--- src/rtl/wbm_pkg.sv ---
// Shared types for the Wishbone master controller: FSM state and response status codes.
package wbm_pkg;

  typedef enum logic [1:0] {
    IDLE = 2'd0,
    BUS  = 2'd1,
    RESP = 2'd2
  } wbm_state_e;

  typedef enum logic [1:0] {
    RSP_OK      = 2'd0,
    RSP_ERR     = 2'd1,
    RSP_TIMEOUT = 2'd2
  } wbm_status_e;

endpackage

--- src/rtl/wbm_timeout_cnt.sv ---
// Clear/enable saturating cycle counter; done_o flags the cycle whose closing edge is the
// TIMEOUT_CYCLES-th counted edge. TIMEOUT_CYCLES = 0 disables it (done_o stays 0).
module wbm_timeout_cnt #(
  parameter int TIMEOUT_CYCLES = 16
) (
  input  logic clk_i,
  input  logic rst_i,
  input  logic clr_i,
  input  logic en_i,
  output logic done_o
);

  localparam int CW = (TIMEOUT_CYCLES > 0) ? $clog2(TIMEOUT_CYCLES + 1) : 1;
  localparam logic [CW-1:0] LIMIT = CW'(TIMEOUT_CYCLES);
  localparam logic [CW-1:0] LAST  = (TIMEOUT_CYCLES > 0) ? CW'(TIMEOUT_CYCLES - 1) : '0;

  logic [CW-1:0] cnt_q, cnt_d;

  always_comb begin
    cnt_d = cnt_q;
    if (clr_i) begin
      cnt_d = '0;
    end else if (en_i && (cnt_q != LIMIT)) begin
      cnt_d = cnt_q + CW'(1);
    end
  end

  always_ff @(posedge clk_i) begin
    if (rst_i) begin
      cnt_q <= '0;
    end else begin
      cnt_q <= cnt_d;
    end
  end

  // Look one edge ahead so the abort lands exactly on the TIMEOUT_CYCLES-th edge after entry.
  generate
    if (TIMEOUT_CYCLES > 0) begin : g_on
      assign done_o = en_i && (cnt_q >= LAST);
    end else begin : g_off
      assign done_o = 1'b0;
    end
  endgenerate

endmodule

--- src/rtl/wb_master_ctrl.sv ---
// Wishbone classic single-cycle master driven by a valid/ready command port, one registered
// response per command. Define WBM_ERR_EN to add the wbm_err_i port and drive rsp_err.
module wb_master_ctrl
  import wbm_pkg::*;
#(
  parameter int DATA_WIDTH     = 32,
  parameter int ADDR_WIDTH     = 8,
  parameter int TIMEOUT_CYCLES = 16
) (
  input  logic                    wbm_clk_i,
  input  logic                    wbm_rst_i,
  input  logic                    cmd_valid,
  output logic                    cmd_ready,
  input  logic                    cmd_we,
  input  logic [ADDR_WIDTH-1:0]   cmd_addr,
  input  logic [DATA_WIDTH-1:0]   cmd_data,
  input  logic [DATA_WIDTH/8-1:0] cmd_sel,
  output logic                    rsp_valid,
  output logic [DATA_WIDTH-1:0]   rsp_data,
  output logic                    rsp_timeout,
  output logic                    rsp_err,
  output logic                    wbm_cyc_o,
  output logic                    wbm_stb_o,
  output logic                    wbm_we_o,
  output logic [ADDR_WIDTH-1:0]   wbm_adr_o,
  output logic [DATA_WIDTH-1:0]   wbm_dat_o,
  output logic [DATA_WIDTH/8-1:0] wbm_sel_o,
  input  logic [DATA_WIDTH-1:0]   wbm_dat_i,
`ifdef WBM_ERR_EN
  input  logic                    wbm_err_i,
`endif
  input  logic                    wbm_ack_i
);

  localparam int SW = DATA_WIDTH / 8;

  wbm_state_e            state_q, state_d;
  wbm_status_e           status;
  logic                  err_w, to_done, accept, term;
  logic                  cmd_ready_q, cmd_ready_d;
  logic                  cyc_q, cyc_d, stb_q, stb_d, we_q, we_d;
  logic [ADDR_WIDTH-1:0] adr_q, adr_d;
  logic [DATA_WIDTH-1:0] dat_q, dat_d;
  logic [SW-1:0]         sel_q, sel_d;
  logic                  rsp_valid_q, rsp_valid_d, rsp_to_q, rsp_to_d, rsp_err_q, rsp_err_d;
  logic [DATA_WIDTH-1:0] rsp_data_q, rsp_data_d;

`ifdef WBM_ERR_EN
  assign err_w = wbm_err_i;
`else
  assign err_w = 1'b0;
`endif

  assign accept = (state_q == IDLE) && cmd_ready_q && cmd_valid;
  assign term   = err_w || wbm_ack_i || to_done;

  wbm_timeout_cnt #(.TIMEOUT_CYCLES(TIMEOUT_CYCLES)) u_timeout (
    .clk_i  (wbm_clk_i),
    .rst_i  (wbm_rst_i),
    .clr_i  (accept),
    .en_i   (state_q == BUS),
    .done_o (to_done)
  );

  always_ff @(posedge wbm_clk_i) begin
    if (wbm_rst_i) begin
      state_q     <= IDLE;
      cmd_ready_q <= 1'b0;
      cyc_q       <= 1'b0;
      stb_q       <= 1'b0;
      we_q        <= 1'b0;
      adr_q       <= '0;
      dat_q       <= '0;
      sel_q       <= '0;
      rsp_valid_q <= 1'b0;
      rsp_data_q  <= '0;
      rsp_to_q    <= 1'b0;
      rsp_err_q   <= 1'b0;
    end else begin
      state_q     <= state_d;
      cmd_ready_q <= cmd_ready_d;
      cyc_q       <= cyc_d;
      stb_q       <= stb_d;
      we_q        <= we_d;
      adr_q       <= adr_d;
      dat_q       <= dat_d;
      sel_q       <= sel_d;
      rsp_valid_q <= rsp_valid_d;
      rsp_data_q  <= rsp_data_d;
      rsp_to_q    <= rsp_to_d;
      rsp_err_q   <= rsp_err_d;
    end
  end

  always_comb begin
    state_d = state_q;
    case (state_q)
      IDLE:    if (accept) state_d = BUS;
      BUS:     if (term) state_d = RESP;
      RESP:    state_d = IDLE;
      default: state_d = IDLE;
    endcase
  end

  // Termination priority: err, then ack, then timeout.
  always_comb begin
    status = RSP_OK;
    if (err_w) begin
      status = RSP_ERR;
    end else if (!wbm_ack_i && to_done) begin
      status = RSP_TIMEOUT;
    end
  end

  always_comb begin
    cmd_ready_d = (state_d == IDLE);
    cyc_d       = cyc_q;
    stb_d       = stb_q;
    we_d        = we_q;
    adr_d       = adr_q;
    dat_d       = dat_q;
    sel_d       = sel_q;
    rsp_valid_d = 1'b0;
    rsp_data_d  = '0;
    rsp_to_d    = 1'b0;
    rsp_err_d   = 1'b0;
    case (state_q)
      IDLE: begin
        if (accept) begin
          cyc_d = 1'b1;
          stb_d = 1'b1;
          we_d  = cmd_we;
          adr_d = cmd_addr;
          dat_d = cmd_we ? cmd_data : '0;
          sel_d = cmd_sel;
        end
      end
      BUS: begin
        if (term) begin
          cyc_d       = 1'b0;
          stb_d       = 1'b0;
          we_d        = 1'b0;
          adr_d       = '0;
          dat_d       = '0;
          sel_d       = '0;
          rsp_valid_d = 1'b1;
          rsp_err_d   = (status == RSP_ERR);
          rsp_to_d    = (status == RSP_TIMEOUT);
          if ((status == RSP_OK) && !we_q) rsp_data_d = wbm_dat_i;
        end
      end
      default: ;
    endcase
  end

  assign cmd_ready   = cmd_ready_q;
  assign wbm_cyc_o   = cyc_q;
  assign wbm_stb_o   = stb_q;
  assign wbm_we_o    = we_q;
  assign wbm_adr_o   = adr_q;
  assign wbm_dat_o   = dat_q;
  assign wbm_sel_o   = sel_q;
  assign rsp_valid   = rsp_valid_q;
  assign rsp_data    = rsp_data_q;
  assign rsp_timeout = rsp_to_q;
  assign rsp_err     = rsp_err_q;

endmodule

--- config.mk ---
export PLATFORM = sky130hd
export DESIGN_NAME = wb_master_ctrl
export DESIGN_NICKNAME = d
export VERILOG_FILES = /design/src/rtl/wbm_pkg.sv /design/src/rtl/wbm_timeout_cnt.sv /design/src/rtl/wb_master_ctrl.sv
export SDC_FILE = /design/constraint.sdc
export NUM_CORES = 1
export LEC_CHECK = 0
export ABC_AREA = 1
export CAP_MARGIN = 10
export CORE_ASPECT_RATIO = 2
export CORE_UTILIZATION = 35
export CTS_BUF_LIST = sky130_fd_sc_hd__clkbuf_8
export CTS_CLUSTER_SIZE = 25
export DETAILED_ROUTE_END_ITERATION = 7
export PLACE_DENSITY_LB_ADDON = 0.2
export SETUP_SLACK_MARGIN = 0.3
export SLEW_MARGIN = 20
export SYNTH_ARGS = -nofsm -noshare
export SYNTH_HDL_FRONTEND = slang
export SYNTH_SLANG_ARGS = --single-unit
--- constraint.sdc ---
create_clock -name wbm_clk_i -period 4.15 [get_ports wbm_clk_i]
set_input_delay 0.6225 -clock wbm_clk_i [delete_from_list [all_inputs] [get_ports wbm_clk_i]]
set_output_delay 0.6225 -clock wbm_clk_i [all_outputs]
set_load 0.05 [all_outputs]
==> results.json <==
{
  "slew_headroom": 0.3463,
  "synth.top_cell.area_share": 0.5837,
  "endpoint_kind": "flip-flop",
  "timing.reg2reg.setup_slack_ns": 2.15,
  "synthArstFlopShare": 0,
  "drv_cap": 0,
  "r2r_start": "u_timeout.cnt_q[0]",
  "syn_to_final_growth_pct": 61.03,
  "ir_drop_mv": 0.2785,
  "port_buffers": 162,
  "synth_top_area_cell": "dfxtp_1",
  "ctsHtreeMaxLevel": 3,
  "power.leakage_nw": 1.895,
  "ys_ff_latch": 88,
  "antenna_found_initial": 0,
  "multi_input_area_um2": 954.7,
  "postLayoutCellArea_um2": 4860,
  "fmax_ghz": 0.4448,
  "hold_buffers": 0,
  "synth_edf_count": 0,
  "fin_crit_ns": 2.248,
  "dp_cells": 608,
  "highest_layer": "met4",
  "start_util": 0.3640,
  "fill_cells": 729,
  "synth_area_um2": 3018,
  "crit_type": "in -> reg",
  "endpoint": "wbm_dat_o[31]",
  "post-route-period-util": 0.5417,
  "synth_fp_nets": 449,
  "drtIter0Drc": 171,
  "clock_latency_ns": 0.36,
  "grtUsageTotal": 0.1759,
  "firstDrtPassIters": 5,
  "ys_seq_area_frac": 0.5837,
  "drt_wl_total_mm": 7.673,
  "wl_met2_mm": 3.934,
  "route.met3.wl_um": 785,
  "hold_viol": 0,
  "vias": 2739,
  "drc": 0,
  "hold_path.class": "reg -> reg",
  "grt_pass1_vias": 2584,
  "cts_setup_buffers": 0,
  "netlist_top_cells_count": "nand2_1, dfxtp_1, a21oi_1",
  "drv_slew": 0,
  "die_h_um": 133.3,
  "outcome": "finished, final reports clean",
  "path_max_fanout": 32,
  "wl_met1_mm": 2.826,
  "postSynthCellCount": 365,
  "place_area_um2": 4632,
  "yosysMostFrequentCell": "nand2_1",
  "die_area_um2": 9020,
  "synth_area_leaders": "dfxtp_1, nand2_1, a21oi_1",
  "max_slew.worst_pin.slew_ns": 0.9782,
  "dp_hpwl_mm": 5.526,
  "fp.dieW_um": 67.66,
  "stdcell_count": 624,
  "rsz0062_at_grt": "no",
  "antenna_left": 0,
  "gp_congestion": 0.7058,
  "critPathLaunch": "cmd_valid",
  "grt-ovfl-total": 0,
  "timing.rr.end": "wbm_dat_o[31]",
  "yosys_warnings": 0,
  "grt_start_max_net_pins": 51,
  "power_density_nw_per_um2": 375.3,
  "std_cell_rows": 47,
  "avgRoutedWirePerCell_um": 12.30,
  "setup_viol_count_final": 0,
  "grt_pass1_wl_mm": 11.72,
  "clkTransAtPathRegs_ns": 0.09,
  "rr_worst_depth": 11,
  "fp.coreArea_um2": 8292,
  "critical_path.startpoint_type": "primary input",
  "clock_sinks": 88,
  "clock_skew_ns": 0.01199,
  "num_io_pins": 164,
  "drive_above_1_share": 0.05323,
  "ys_types": 23,
  "cts_buffer_depth": 2,
  "diodes": 0,
  "ff_latch_area_um2": 1762,
  "nets": 605,
  "required_ns": 4.44,
  "worst-endpoint-arrival_ns": 2.53,
  "vias_per_cell": 4.389,
  "ctsResizeCount": 0,
  "yosys_most_used_dff": "dfxtp_1",
  "cts_inserted_buffers": 9,
  "power_w": 0.001824,
  "cts_tree": "built",
  "syn_avg_cell_area_um2": 8.268,
  "cts_root_buffer": "clkbuf_8",
  "setup-tns-final_ns": 0
}
state kept, by name, summed over array words and instances, names as in the netlist:
signal / flops
cmd_ready: 1
rsp_timeout: 1
state_q: 2
wbm_stb_o: 1
rsp_data: 32
rsp_valid: 1
wbm_dat_o: 32
wbm_sel_o: 4
u_timeout.cnt_q: 5
wbm_adr_o: 8
wbm_we_o: 1
kinds of logic (layout without fill, tap and decap cells):
family                     Yosys count  in the layout  share of synthesized area
AOI/OAI and AO/OA                   59             59                    0.09867
adders and majority gates            3              3                    0.01244
buffers and inverters               63            224                    0.09992
DFF                                 88             88                     0.5837
other                                1              1                   0.001243
and+or+nand+nor                    151            151                     0.2040
worst max-delay path, stage by stage:
cell and delay [ns]:
clkdlybuf4s50_1 0.46, nand2_1 0.08, nor3_4 0.46, nand4_2 0.19
inv_2 0.43, nand2_1 0.10, a21oi_1 0.18
placed cells by master, fill, tap and decap left out:
cell / netlist / routed
nand2_4: 1 / 1
buf_2: 4 / 1
o21ai_0: 4 / 4
clkinvlp_4: 0 / 1
inv_6: 0 / 1
nand3_1: 2 / 2
nor3_1: 1 / 1
or2_2: 1 / 1
nor3_4: 1 / 1
a21boi_0: 1 / 1
dfxtp_1: 88 / 88
clkinv_4: 0 / 1
inv_2: 2 / 2
nor2_2: 3 / 3
conb_1: 1 / 1
nor2_1: 39 / 39
nand4_2: 1 / 1
o21ai_1: 1 / 1
ha_1: 3 / 3
a21oi_1: 53 / 53
clkbuf_8: 0 / 10
nand3_2: 1 / 1
inv_1: 43 / 43
bufinv_16: 0 / 2
clkinv_2: 0 / 1
nand2_1: 101 / 101
buf_4: 2 / 1
clkdlybuf4s50_1: 0 / 161
power breakdown:
group          internal (W)  total (W)  switching (W)  leakage, nW
combinational      0.000122   0.000278       0.000156         1.07
sequential         0.000867   0.000880      0.0000128        0.712
clock              0.000357   0.000666       0.000309        0.113
total               0.00135    0.00182       0.000478         1.90
metal layers:
layer	vias up	global-route usage
li1	1422	-
met3	10	0.08733
met4	0	0.08038
met2	113	0.2954
met5	-	0
met1	1194	0.1734
through the flow:
stage | worst slack, ns | util | hold slack (ns)
final | 1.902 | 0.5861 | 0.4632
after global routing | 1.758 | 0.5861 | 0.4790
after CTS | 1.890 | 0.5861 | 0.4651
after detailed placement | 1.513 | 0.5586 | 0.4510
after global placement | 1.567 | 0.5586 | 0.4473
after floorplan | 2.473 | - | 0.4634
layout make-up:
cell class	count	area share
Timing Repair Buffer	163	0.3342
Clock buffer	10	0.02832
Clock inverter	6	0.01854
Tap cell	98	0.02523
Sequential cell	88	0.3625
Inverter	45	0.03476
Multi-Input combinational cell	214	0.1964
worst min-delay path by stage:
stage,end,cells after the start,from
final,wbm_dat_o[17],2,wbm_dat_o[17]
after global routing,wbm_dat_o[12],2,wbm_dat_o[12]
after floorplan,u_timeout.cnt_q[1],2,u_timeout.cnt_q[1]
after CTS,wbm_dat_o[17],2,wbm_dat_o[17]
after global placement,wbm_dat_o[30],2,wbm_dat_o[30]
after detailed placement,wbm_dat_o[2],2,wbm_dat_o[2]
Power figures use the tool's default switching activity.
==> patch: new RTL, same settings <==
Remove the register `rsp_to_q`: a continuous assignment takes its place, so the output `rsp_timeout` follows one clock earlier.
--- a/src/rtl/wb_master_ctrl.sv
+++ b/src/rtl/wb_master_ctrl.sv
@@ -74,7 +74,6 @@
       sel_q       <= '0;
       rsp_valid_q <= 1'b0;
       rsp_data_q  <= '0;
-      rsp_to_q    <= 1'b0;
       rsp_err_q   <= 1'b0;
     end else begin
       state_q     <= state_d;
@@ -87,10 +86,11 @@
       sel_q       <= sel_d;
       rsp_valid_q <= rsp_valid_d;
       rsp_data_q  <= rsp_data_d;
-      rsp_to_q    <= rsp_to_d;
       rsp_err_q   <= rsp_err_d;
     end
   end
+
+  assign rsp_to_q = rsp_to_d;
 
   always_comb begin
     state_d = state_q;
Check against the original RTL: same outputs for any inputs over 10 cycles, from zero or initial values and one cycle with wbm_rst_i high; that may be too few to reach the edited logic, so the function may still have changed.
==> patch against the original RTL <==
Power shrank 5.3%. Sequential power shrank 1%. Design area shrank 0.13%. Via count grew 2.6%. Area after synthesis grew 0.37%. Worst setup slack lost 0.79 ns. Sequential cell count shrank 1. Routed wire length grew 3.0%. First-iteration DRC count shrank 5.3%. Largest power group unchanged.
==> patch: results <==
metrics = {
    "run_status": {
        "status": "complete, no violations",
    },
    "critical_path": {
        "max_stage_delay_ns": 0.81,
        "r2r_cells": 11,
        "critPathArrivalTime_ns": 2.41,
        "crit_family": "buffers and inverters",
        "critPathSlowestCell": "clkdlybuf4s50_1",
        "crit_fanout": 5,
    },
    "global_routing": {
        "antenna_found_initial": 0,
        "grt_pass1_wl_um": 12060,
        "grt_max_degree": 52,
        "grt_pass1_vias": 2723,
        "grt.total_usage_pct": 17.95,
    },
    "routing": {
        "dr_total_vias": 2809,
        "wl_met1_um": 2803,
        "wl_met3_um": 606,
        "dr_wl_met2_um": 4282,
        "wl_per_cell_um": 12.73,
        "topRoutingLayerUsed": "met4",
        "via_per_inst": 4.523,
        "drtIter0Drc": 162,
        "dr.pass1.iters": 3,
    },
    "logic_synthesis": {
        "synth_xor_area_share_pct": 0,
        "synth.area.top_cells": "dfxtp_1 57%, nand2_1 11%, a21oi_1 6.8%",
        "synthFlopType": "dfxtp_1",
        "synth_mux_area_share_pct": 0,
        "synthAdderAreaFrac_pct": 1.239,
        "syn_area_per_cell_um2": 8.345,
        "synth_compound_area_share_pct": 11.24,
        "ys_async_sr_fraction_pct": 0,
        "yosysWarnings": 0,
        "ys_types": 23,
        "yosys-top-cells-count": "89 x nand2_1, 87 x dfxtp_1, 42 x inv_1",
        "ys_seq_area_share_pct": 57.50,
        "syn-num-nets": 447,
    },
    "placed_design": {
        "place_congestion": 0.7246,
        "dp_cells": 605,
        "dpl.hpwl_um": 5796,
        "placed_area_um2": 4662,
    },
    "pwr": {
        "p_leak_nw": 1.889,
        "ir_drop_v": 0.0002173,
    },
    "finish": {
        "final.fill_count": 781,
        "layout-drive-gt1-share_pct": 8.222,
        "n_antenna_cell": 0,
        "nets": 602,
        "syn_to_final_growth_pct": 60.22,
    },
    "cts": {
        "cts_setup_buffers": 0,
        "htreeDepth": 3,
        "path_clk_slew_ns": 0.08,
        "clock_latency_ns": 0.36,
        "cts_buffers": 9,
        "cts_buffer_depth": 2,
    },
    "hold_path": {
        "hold_path_depth": 2,
        "hp-class": "flop to flop",
    },
    "sta": {
        "worstMarginPinSlew_ns": 1.007,
        "fin_skew_ns": 0.008622,
    },
}
[patch: power by group]
part           internal, mW  switching, mW  total [mW]
Combinational         0.124          0.162       0.286
Clock                 0.287          0.284       0.571
Sequential            0.858         0.0131       0.871
Total                  1.27          0.459        1.73
[patch: kinds of logic after synthesis]
group	after synthesis
DFF	87
buffers and inverters	63
and+or+nand+nor	150
adders and majority gates	3
other	1
AOI/OAI and AO/OA	59
[patch: area by class of cell]
type,count,area share [%]
multi-input combinational,213,20.78
clock inverter,6,1.109
timing repair buffer,163,33.46
inverter,44,3.403
tap,98,2.526
clock buffer,10,2.836
sequential,87,35.89
[patch: metal layers]
metal	up-vias	global-route usage [%]
li1	1416	-
met2	106	32.29
met1	1273	16.50
met3	14	6.164
met4	0	10.19
met5	-	0
[patch: worst reg2reg max path: cells and delay by family, from the launching register on]
kind                     cells  cell delay (ns)
AO/OA/AOI/OAI                2             0.25
flip-flops                   1             0.34
adder cells (fa/ha/maj)      2             0.40
buffers and inverters        1             0.06
AND/OR/NAND/NOR              6             0.88
[patch: through the flow]
| stage | setup WS (ns) | power (mW) |
|---|---|---|
| 3_3_place_gp | 1.531 | 1.176 |
| 4_1_cts | 1.092 | 1.752 |
| 2_1_floorplan | 1.851 | 1.053 |
| 3_5_place_dp | 1.496 | 1.180 |
| 6_report | 1.114 | 1.728 |
| 5_1_grt | 0.9314 | 1.803 |
[patch: final timing paths]
check / slack (ns) / to / start
max reg2reg: 2.18 / wbm_dat_o[2] / u_timeout.cnt_q[0]
min: 0.46 / wbm_dat_o[13] / wbm_dat_o[13]
min reg2reg: 0.46 / wbm_dat_o[13] / wbm_dat_o[13]
max: 1.11 / rsp_timeout / u_timeout.cnt_q[0]
